**config.mk**
```make
export PLATFORM = sky130hd
export DESIGN_NAME = fwspi_target
export DESIGN_NICKNAME = d
export VERILOG_FILES = /design/src/rtl/fwspi_target_pkg.sv /design/src/rtl/fwspi_target_shifter.sv /design/src/rtl/fwspi_target.sv
export SDC_FILE = /design/constraint.sdc
export NUM_CORES = 1
export LEC_CHECK = 0
export CAP_MARGIN = 40
export CELL_PAD_IN_SITES_DETAIL_PLACEMENT = 1
export CELL_PAD_IN_SITES_GLOBAL_PLACEMENT = 1
export CORE_MARGIN = 5
export CORE_UTILIZATION = 38
export CTS_CLUSTER_DIAMETER = 50
export DETAILED_ROUTE_END_ITERATION = 10
export GPL_ROUTABILITY_DRIVEN = 0
export HOLD_SLACK_MARGIN = 0.08
export PLACE_DENSITY = 0.78
export SYNTH_ARGS = -nofsm -noshare
export SYNTH_HDL_FRONTEND = slang
export SYNTH_SLANG_ARGS = --single-unit
```
**constraint.sdc**
```tcl
create_clock -name clock -period 1.8 [get_ports clock]
set_input_delay 0.18 -clock clock [delete_from_list [all_inputs] [get_ports clock]]
set_output_delay 0.18 -clock clock [all_outputs]
set_load 0.03 [all_outputs]
```
**src/rtl/fwspi_target_pkg.sv**
```systemverilog
// Shared constants for the fwspi_target SPI peripheral: register map,
// STATUS/CTRL bit positions and the byte sent when the TX holding register is empty.
package fwspi_target_pkg;

    localparam logic [1:0] REG_RXDATA = 2'd0;
    localparam logic [1:0] REG_TXDATA = 2'd1;
    localparam logic [1:0] REG_STATUS = 2'd2;
    localparam logic [1:0] REG_CTRL   = 2'd3;

    localparam int ST_RXF  = 0;
    localparam int ST_TXE  = 1;
    localparam int ST_OVR  = 2;
    localparam int ST_BUSY = 3;
    localparam int ST_UNF  = 4;

    localparam int CTRL_EN   = 0;
    localparam int CTRL_RXIE = 1;
    localparam int CTRL_TXIE = 2;

    localparam logic [7:0] IDLE_BYTE = 8'hFF;

    typedef enum logic {
        SHF_IDLE,
        SHF_ACTIVE
    } shf_state_t;

endpackage

```
**src/rtl/fwspi_target_shifter.sv**
```systemverilog
// SPI mode-0 target shifter: pin synchronizers, edge detection, bit counter
// and RX/TX shift registers. TX reloads are requested from the holding register in the top.
//
//   state      | meaning
//   SHF_IDLE   | not selected (csn high or EN=0); miso held low
//   SHF_ACTIVE | frame in progress; shifting on sck edges
module fwspi_target_shifter
    import fwspi_target_pkg::*;
#(
    parameter int SYNC_STAGES = 2
) (
    input  logic       clock,
    input  logic       reset,
    input  logic       en,
    input  logic       sck,
    input  logic       mosi,
    input  logic       csn,
    input  logic [7:0] tx_data,
    output logic       tx_load,
    output logic       rx_valid,
    output logic [7:0] rx_byte,
    output logic       busy,
    output logic       selected,
    output logic       miso
);

    logic [SYNC_STAGES-1:0] sck_q;
    logic [SYNC_STAGES-1:0] mosi_q;
    logic [SYNC_STAGES-1:0] csn_q;
    logic                   sck_d;
    logic                   csn_d;
    logic                   sck_s;
    logic                   mosi_s;
    logic                   csn_s;
    logic                   sck_rise;
    logic                   sck_fall;
    logic                   csn_fall;
    logic                   csn_rise;

    shf_state_t state;
    logic [2:0] bit_cnt;
    logic [6:0] rx_sr;
    logic [7:0] rx_next;
    logic [7:0] tx_sr;

    always_ff @(posedge clock or negedge reset) begin
        if (!reset) begin
            sck_q  <= '0;
            mosi_q <= '0;
            csn_q  <= '1;
            sck_d  <= 1'b0;
            csn_d  <= 1'b1;
        end else begin
            sck_q  <= {sck_q[SYNC_STAGES-2:0], sck};
            mosi_q <= {mosi_q[SYNC_STAGES-2:0], mosi};
            csn_q  <= {csn_q[SYNC_STAGES-2:0], csn};
            sck_d  <= sck_s;
            csn_d  <= csn_s;
        end
    end

    assign sck_s    = sck_q[SYNC_STAGES-1];
    assign mosi_s   = mosi_q[SYNC_STAGES-1];
    assign csn_s    = csn_q[SYNC_STAGES-1];
    assign sck_rise = sck_s & ~sck_d;
    assign sck_fall = ~sck_s & sck_d;
    assign csn_fall = ~csn_s & csn_d;
    assign csn_rise = csn_s & ~csn_d;

    assign rx_next = {rx_sr, mosi_s};

    // Must match exactly the cases below where tx_sr takes tx_data.
    assign tx_load = en & (((state == SHF_IDLE) & csn_fall) |
                           ((state == SHF_ACTIVE) & ~csn_rise & sck_fall & (bit_cnt == 3'd0)));

    always_ff @(posedge clock or negedge reset) begin
        if (!reset) begin
            state    <= SHF_IDLE;
            bit_cnt  <= 3'd0;
            rx_sr    <= 7'd0;
            tx_sr    <= 8'd0;
            rx_valid <= 1'b0;
            rx_byte  <= 8'd0;
        end else begin
            rx_valid <= 1'b0;
            if (!en) begin
                state   <= SHF_IDLE;
                bit_cnt <= 3'd0;
            end else begin
                case (state)
                    SHF_IDLE: begin
                        if (csn_fall) begin
                            state   <= SHF_ACTIVE;
                            bit_cnt <= 3'd0;
                            tx_sr   <= tx_data;
                        end
                    end
                    SHF_ACTIVE: begin
                        if (csn_rise) begin
                            state   <= SHF_IDLE;
                            bit_cnt <= 3'd0;
                        end else begin
                            if (sck_rise) begin
                                rx_sr   <= rx_next[6:0];
                                bit_cnt <= bit_cnt + 3'd1;
                                if (bit_cnt == 3'd7) begin
                                    rx_valid <= 1'b1;
                                    rx_byte  <= rx_next;
                                end
                            end
                            if (sck_fall) begin
                                if (bit_cnt == 3'd0) begin
                                    tx_sr <= tx_data;
                                end else begin
                                    tx_sr <= {tx_sr[6:0], 1'b0};
                                end
                            end
                        end
                    end
                    default: state <= SHF_IDLE;
                endcase
            end
        end
    end

    assign selected = (state == SHF_ACTIVE);
    assign miso     = selected & tx_sr[7];
    assign busy     = ~csn_s;

endmodule

```
**src/rtl/fwspi_target.sv**
```systemverilog
// SPI mode-0 target with a Wishbone register port: RX/TX holding registers,
// sticky error flags, control bits and a level interrupt.
module fwspi_target
    import fwspi_target_pkg::*;
#(
    parameter int SYNC_STAGES = 2
) (
    input  logic        clock,
    input  logic        reset,
    input  logic [3:0]  rt_adr,
    input  logic [31:0] rt_dat_w,
    output logic [31:0] rt_dat_r,
    input  logic        rt_cyc,
    input  logic        rt_stb,
    input  logic        rt_we,
    input  logic [3:0]  rt_sel,
    output logic        rt_ack,
    output logic        rt_err,
    output logic        inta,
    input  logic        sck,
    input  logic        mosi,
    input  logic        csn,
    output logic        miso,
    output logic        miso_oe
);

    logic       acc;
    logic [1:0] reg_sel;
    logic       rx_pop;
    logic       tx_wr;
    logic       st_wr;
    logic       ctrl_wr;
    logic [7:0] rd_mux;
    logic [7:0] rd_byte;

    logic [7:0] rxdata;
    logic [7:0] txdata;
    logic       rxf;
    logic       txf;
    logic       ovr;
    logic       unf;
    logic       en;
    logic       rxie;
    logic       txie;

    logic       tx_load;
    logic       rx_valid;
    logic [7:0] rx_byte;
    logic       busy;
    logic       selected;
    logic [7:0] tx_data_sh;
    logic       unused_bits;

    fwspi_target_shifter #(
        .SYNC_STAGES(SYNC_STAGES)
    ) u_shifter (
        .clock    (clock),
        .reset    (reset),
        .en       (en),
        .sck      (sck),
        .mosi     (mosi),
        .csn      (csn),
        .tx_data  (tx_data_sh),
        .tx_load  (tx_load),
        .rx_valid (rx_valid),
        .rx_byte  (rx_byte),
        .busy     (busy),
        .selected (selected),
        .miso     (miso)
    );

    // Gating with rt_ack yields a single-cycle ack even if the strobe is held.
    assign acc     = rt_cyc & rt_stb & ~rt_ack;
    assign reg_sel = rt_adr[3:2];
    assign rx_pop  = acc & ~rt_we & (reg_sel == REG_RXDATA);
    assign tx_wr   = acc & rt_we & (reg_sel == REG_TXDATA);
    assign st_wr   = acc & rt_we & (reg_sel == REG_STATUS);
    assign ctrl_wr = acc & rt_we & (reg_sel == REG_CTRL);

    assign tx_data_sh = txf ? txdata : IDLE_BYTE;

    always_comb begin
        rd_mux = 8'd0;
        case (reg_sel)
            REG_RXDATA: rd_mux = rxdata;
            REG_TXDATA: rd_mux = txdata;
            REG_STATUS: begin
                rd_mux[ST_RXF]  = rxf;
                rd_mux[ST_TXE]  = ~txf;
                rd_mux[ST_OVR]  = ovr;
                rd_mux[ST_BUSY] = busy;
                rd_mux[ST_UNF]  = unf;
            end
            REG_CTRL: begin
                rd_mux[CTRL_EN]   = en;
                rd_mux[CTRL_RXIE] = rxie;
                rd_mux[CTRL_TXIE] = txie;
            end
            default: rd_mux = 8'd0;
        endcase
    end

    always_ff @(posedge clock or negedge reset) begin
        if (!reset) begin
            rt_ack  <= 1'b0;
            rd_byte <= 8'd0;
            rxdata  <= 8'd0;
            txdata  <= 8'd0;
            rxf     <= 1'b0;
            txf     <= 1'b0;
            ovr     <= 1'b0;
            unf     <= 1'b0;
            en      <= 1'b0;
            rxie    <= 1'b0;
            txie    <= 1'b0;
            inta    <= 1'b0;
        end else begin
            rt_ack <= acc;
            if (acc) begin
                rd_byte <= rt_we ? 8'd0 : rd_mux;
            end

            // A pop coinciding with a completed byte makes room for it.
            if (rx_valid && (!rxf || rx_pop)) begin
                rxdata <= rx_byte;
                rxf    <= 1'b1;
            end else if (rx_pop) begin
                rxf <= 1'b0;
            end

            if (rx_valid && rxf && !rx_pop) begin
                ovr <= 1'b1;
            end else if (st_wr && rt_dat_w[ST_OVR]) begin
                ovr <= 1'b0;
            end

            if (tx_wr) begin
                txdata <= rt_dat_w[7:0];
            end

            // The shifter has already sampled the pre-write holding state.
            if (tx_wr) begin
                txf <= 1'b1;
            end else if (tx_load) begin
                txf <= 1'b0;
            end

            if (tx_load && !txf) begin
                unf <= 1'b1;
            end else if (st_wr && rt_dat_w[ST_UNF]) begin
                unf <= 1'b0;
            end

            if (ctrl_wr) begin
                en   <= rt_dat_w[CTRL_EN];
                rxie <= rt_dat_w[CTRL_RXIE];
                txie <= rt_dat_w[CTRL_TXIE];
            end

            inta <= en & ((rxie & rxf) | (txie & ~txf));
        end
    end

    assign rt_dat_r    = {24'd0, rd_byte};
    assign rt_err      = 1'b0;
    assign miso_oe     = selected & en;
    assign unused_bits = ^{rt_sel, rt_adr[1:0], rt_dat_w[31:8]};

endmodule

```
==> key figures <==
STA
  • Final WS setup: around 0.15 ns
  • Tcrit/Tclk final: roughly 92%
  • Worst slew pin tran: just over 0.5 ns
  • Final hold vios: 0
  • RSZ-0062 raised after global routing: false
  • Skew final: ~0.015 ns
  • Count of final setup violators: 0
  • Post-route minimum period: about 1.6 ns
  • Slew HR: roughly two thirds
  • Max-slew violation count: 0
  • Hold slack: around 0.23 ns
  • Maximum clock frequency: a little over 600 MHz

Power and ir drop
  • Lkg Pwr: about 1.8 nW
  • Pwr Density: approximately 1100 nW/um2
  • VDD IR max: roughly 450 uV

Worst setup path
  • Data required time of the worst path: between 2 and 2.5 ns
  • Buffers & Inverters on Critical Path: 0
  • Worst-path fanout max: 16
  • CP Class: register to register
  • Slowest cell on crit path: dfstp_2
  • Setup crit end kind: register
  • R2r worst-path depth: 3
  • R2R Setup Slk: ~0.15 ns
  • Crit path depth: 3
  • Cell family with most CP delay: compound AO/OA/AOI/OAI gates
  • Crit path capture: u_shifter.tx_sr[7]$_DFFE_PN0P_
  • Startpoint Class: register
  • Crit path DAT: approximately 1.9 ns
  • CP startpoint: u_shifter.csn_d$_DFF_PN1_
  • Reg-to-reg endpoint: u_shifter.tx_sr[7]$_DFFE_PN0P_
  • Crit path largest cell delay: 0.56 ns
  • Start of the worst register-to-register path: u_shifter.csn_d$_DFF_PN1_
  • Crit path cell chain: o21bai_1, a221o_1, o31ai_1

Die
  • Die area: 10,040 um2
  • Rows: 33
  • Die H: roughly 100 um
  • Total I/O pin count: between 80 and 90
  • Initial Utilization: between 30% and 40%
  • Core area: just over 8000 um2
  • Chip Width: 100.2 um

CTS
  • Clk root buf: clkbuf_8
  • Number of H-tree levels: 3
  • Skew-Pair Late Insertion Delay: 0.36 ns
  • Clock Tree Buf Depth: 2
  • Clock transition at the registers of the reported paths: roughly 0.090 ns
  • CTS tree: built
  • Setup repair bufs after CTS: 0
  • CTS sink cnt: 69
  • Inserted Clock Buffers: 9

Layout
  • Fill count: 877
  • Multi-input logic area: about 1200 um2
  • Share of post-route cells with drive strength above 1: about a quarter
  • Ant diodes: 0
  • Layout area overhead: 20.02%
  • FF+latch area: 1732 um2
  • Nets: 350

Drt
  • Vias per cell: between 4 and 5
  • Met3 WL: 308 um
  • Routed length on met2: ~3200 um
  • DRC viols: 0
  • Initial DRC Count: 59
  • WL final: 6335 um
  • Average wire per standard cell: around 15 um
  • Number of routed nets with antenna violations: 0
  • DR top layer: met4
  • First-pass DRT Iterations: 4
  • Met1 WL: 2696 um
  • Vias: between 1,500 and 2,000

Synthesis
  • Register bit count reported by yosys: 69
  • Synth Instances: 250
  • Post-synthesis instance area: around 3100 um2
  • Synth unique cells: 37
  • Fraction of registers with async set/reset: 100.0%
  • Register area share after synthesis: a little under three fifths
  • Yosys top cell area share: 53.40%
  • Syn_area_per_cell: about 12 um2
  • Most frequent cell after synthesis: dfrtp_1
  • YS warnings: 0
  • Synth top cells by count: dfrtp_1 (66), mux2_2 (33), buf_4 (25), nand2_1 (23), o21ai_0 (13)
  • Leading area contributor after synthesis: dfrtp_1
  • Synth area leaders: dfrtp_1 (53%), mux2_2 (12%), buf_4 (6.1%)
  • Number of synthesized flops with an enable pin: 0
  • Most used flip-flop cell after synthesis: dfrtp_1

Global route
  • Grt total ovfl: 0
  • First-pass GRT wire length: approximately 11,000 um
  • Largest net degree at the start of global routing: 70
  • Initial antenna violation count: 0
  • Global Route Usage Sum: between 10 and 15%
  • Vias in the first global route: ~2,100

Placed design
  • Detail Placement HPWL: roughly 4600 um
  • Pre-CTS setup slack: -0.05987 ns
  • PortBufs: 29

Worst hold path
  • Hold WC Path Type: primary input to register

Status
  • Status: finished clean

Flow run
  • Max Cap Viol: 0
==> cell families (layout without fill, tap and decap cells) <==
logic type | count (synthesis) | in the layout | share of synthesized area, %
flops | 69 | 69 | 55.95
simple gates | 53 | 53 | 8.617
mux | 44 | 44 | 16.79
compound gates | 40 | 40 | 9.102
buf+inv | 40 | 70 | 8.212
fa+ha+maj | 3 | 3 | 1.214
other cells | 1 | 25 | 0.1212
==> layout by cell type, fill, tap and decap left out, types with 2 or more instances in the layout <==
| cell | netlist | layout |
|---|---|---|
| a211oi_1 | 8 | 8 |
| a22o_1 | 5 | 5 |
| buf_4 | 25 | 14 |
| clkbuf_8 | 0 | 9 |
| clkdlybuf4s50_1 | 0 | 26 |
| clkinvlp_4 | 0 | 3 |
| conb_1 | 1 | 25 |
| dfrtp_1 | 66 | 65 |
| dfstp_2 | 3 | 3 |
| dlygate4sd2_1 | 0 | 2 |
| ha_1 | 3 | 3 |
| inv_1 | 8 | 8 |
| mux2_2 | 33 | 33 |
| mux2i_1 | 8 | 8 |
| mux4_2 | 3 | 3 |
| nand2_1 | 23 | 23 |
| nand2_2 | 2 | 2 |
| nand2b_1 | 4 | 4 |
| nand3_1 | 3 | 3 |
| nor2_1 | 11 | 11 |
| nor2b_1 | 3 | 3 |
| o21ai_0 | 13 | 13 |
| o31ai_1 | 7 | 7 |
==> cell type report <==
cell class / instances / area share (%)
inverters: 9 / 0.9100
multi-input cells: 165 / 32.29
flip-flops and latches: 69 / 46.65
well taps: 105 / 3.539
clock buffers: 9 / 3.337
clock inverters: 7 / 2.022
repair buffers: 45 / 11.26
==> stage by stage <==
step	TNS (ns)	instances	power, mW	cell area, um2	utilization, %
floorplan	0	274	2.481	3183	-
global placement	-0.09184	392	2.709	3505	43.31
detailed placement	-0.4821	392	2.758	3505	43.31
CTS	0	409	4.049	3712	45.87
global route	0	409	4.229	3712	45.87
finish	0	409	4.000	3712	45.87
==> flip-flops by register name, summed over array words and instances, names as in the netlist, 2 cells and up <==
name,count
u_shifter.rx_byte,8
rd_byte,8
u_shifter.tx_sr,8
u_shifter.bit_cnt,3
u_shifter.mosi_q,2
u_shifter.csn_q,2
txdata,8
u_shifter.sck_q,2
u_shifter.rx_sr,7
rxdata,8
==> worst min-delay path by stage <==
stage	startpoint	to	cells past startpoint
final	csn	u_shifter.csn_q[0]$_DFF_PN1_	1
after floorplan	reset	en$_DFFE_PN0P_	0
after detailed placement	reset	txdata[5]$_DFFE_PN0P_	2
after global placement	reset	u_shifter.tx_sr[5]$_DFFE_PN0P_	2
after CTS	csn	u_shifter.csn_q[0]$_DFF_PN1_	1
after global routing	csn	u_shifter.csn_q[0]$_DFF_PN1_	1
==> repair_timing <==
| item | in CTS | in global routing |
|---|---|---|
| endpoints found under the hold margin | 66 | 0 |
| setup endpoints to repair | 2 | 0 |
| resized for setup | 3 | 0 |
| hold buffers | 1 | 0 |
==> routing by layer <==
metal	vias up	global-route usage (%)
met5	-	0
met4	0	7.254
met3	11	3.475
met2	45	21.97
met1	988	17.02
li1	924	-
==> power by group <==
part           total [mW]  switching, mW  internal (mW)
Clock                1.29          0.644          0.644
Combinational       0.731          0.407          0.323
Sequential           1.98          0.191           1.79
Total                4.00           1.24           2.76
Note: power is estimated with default switching activity, not from simulation.
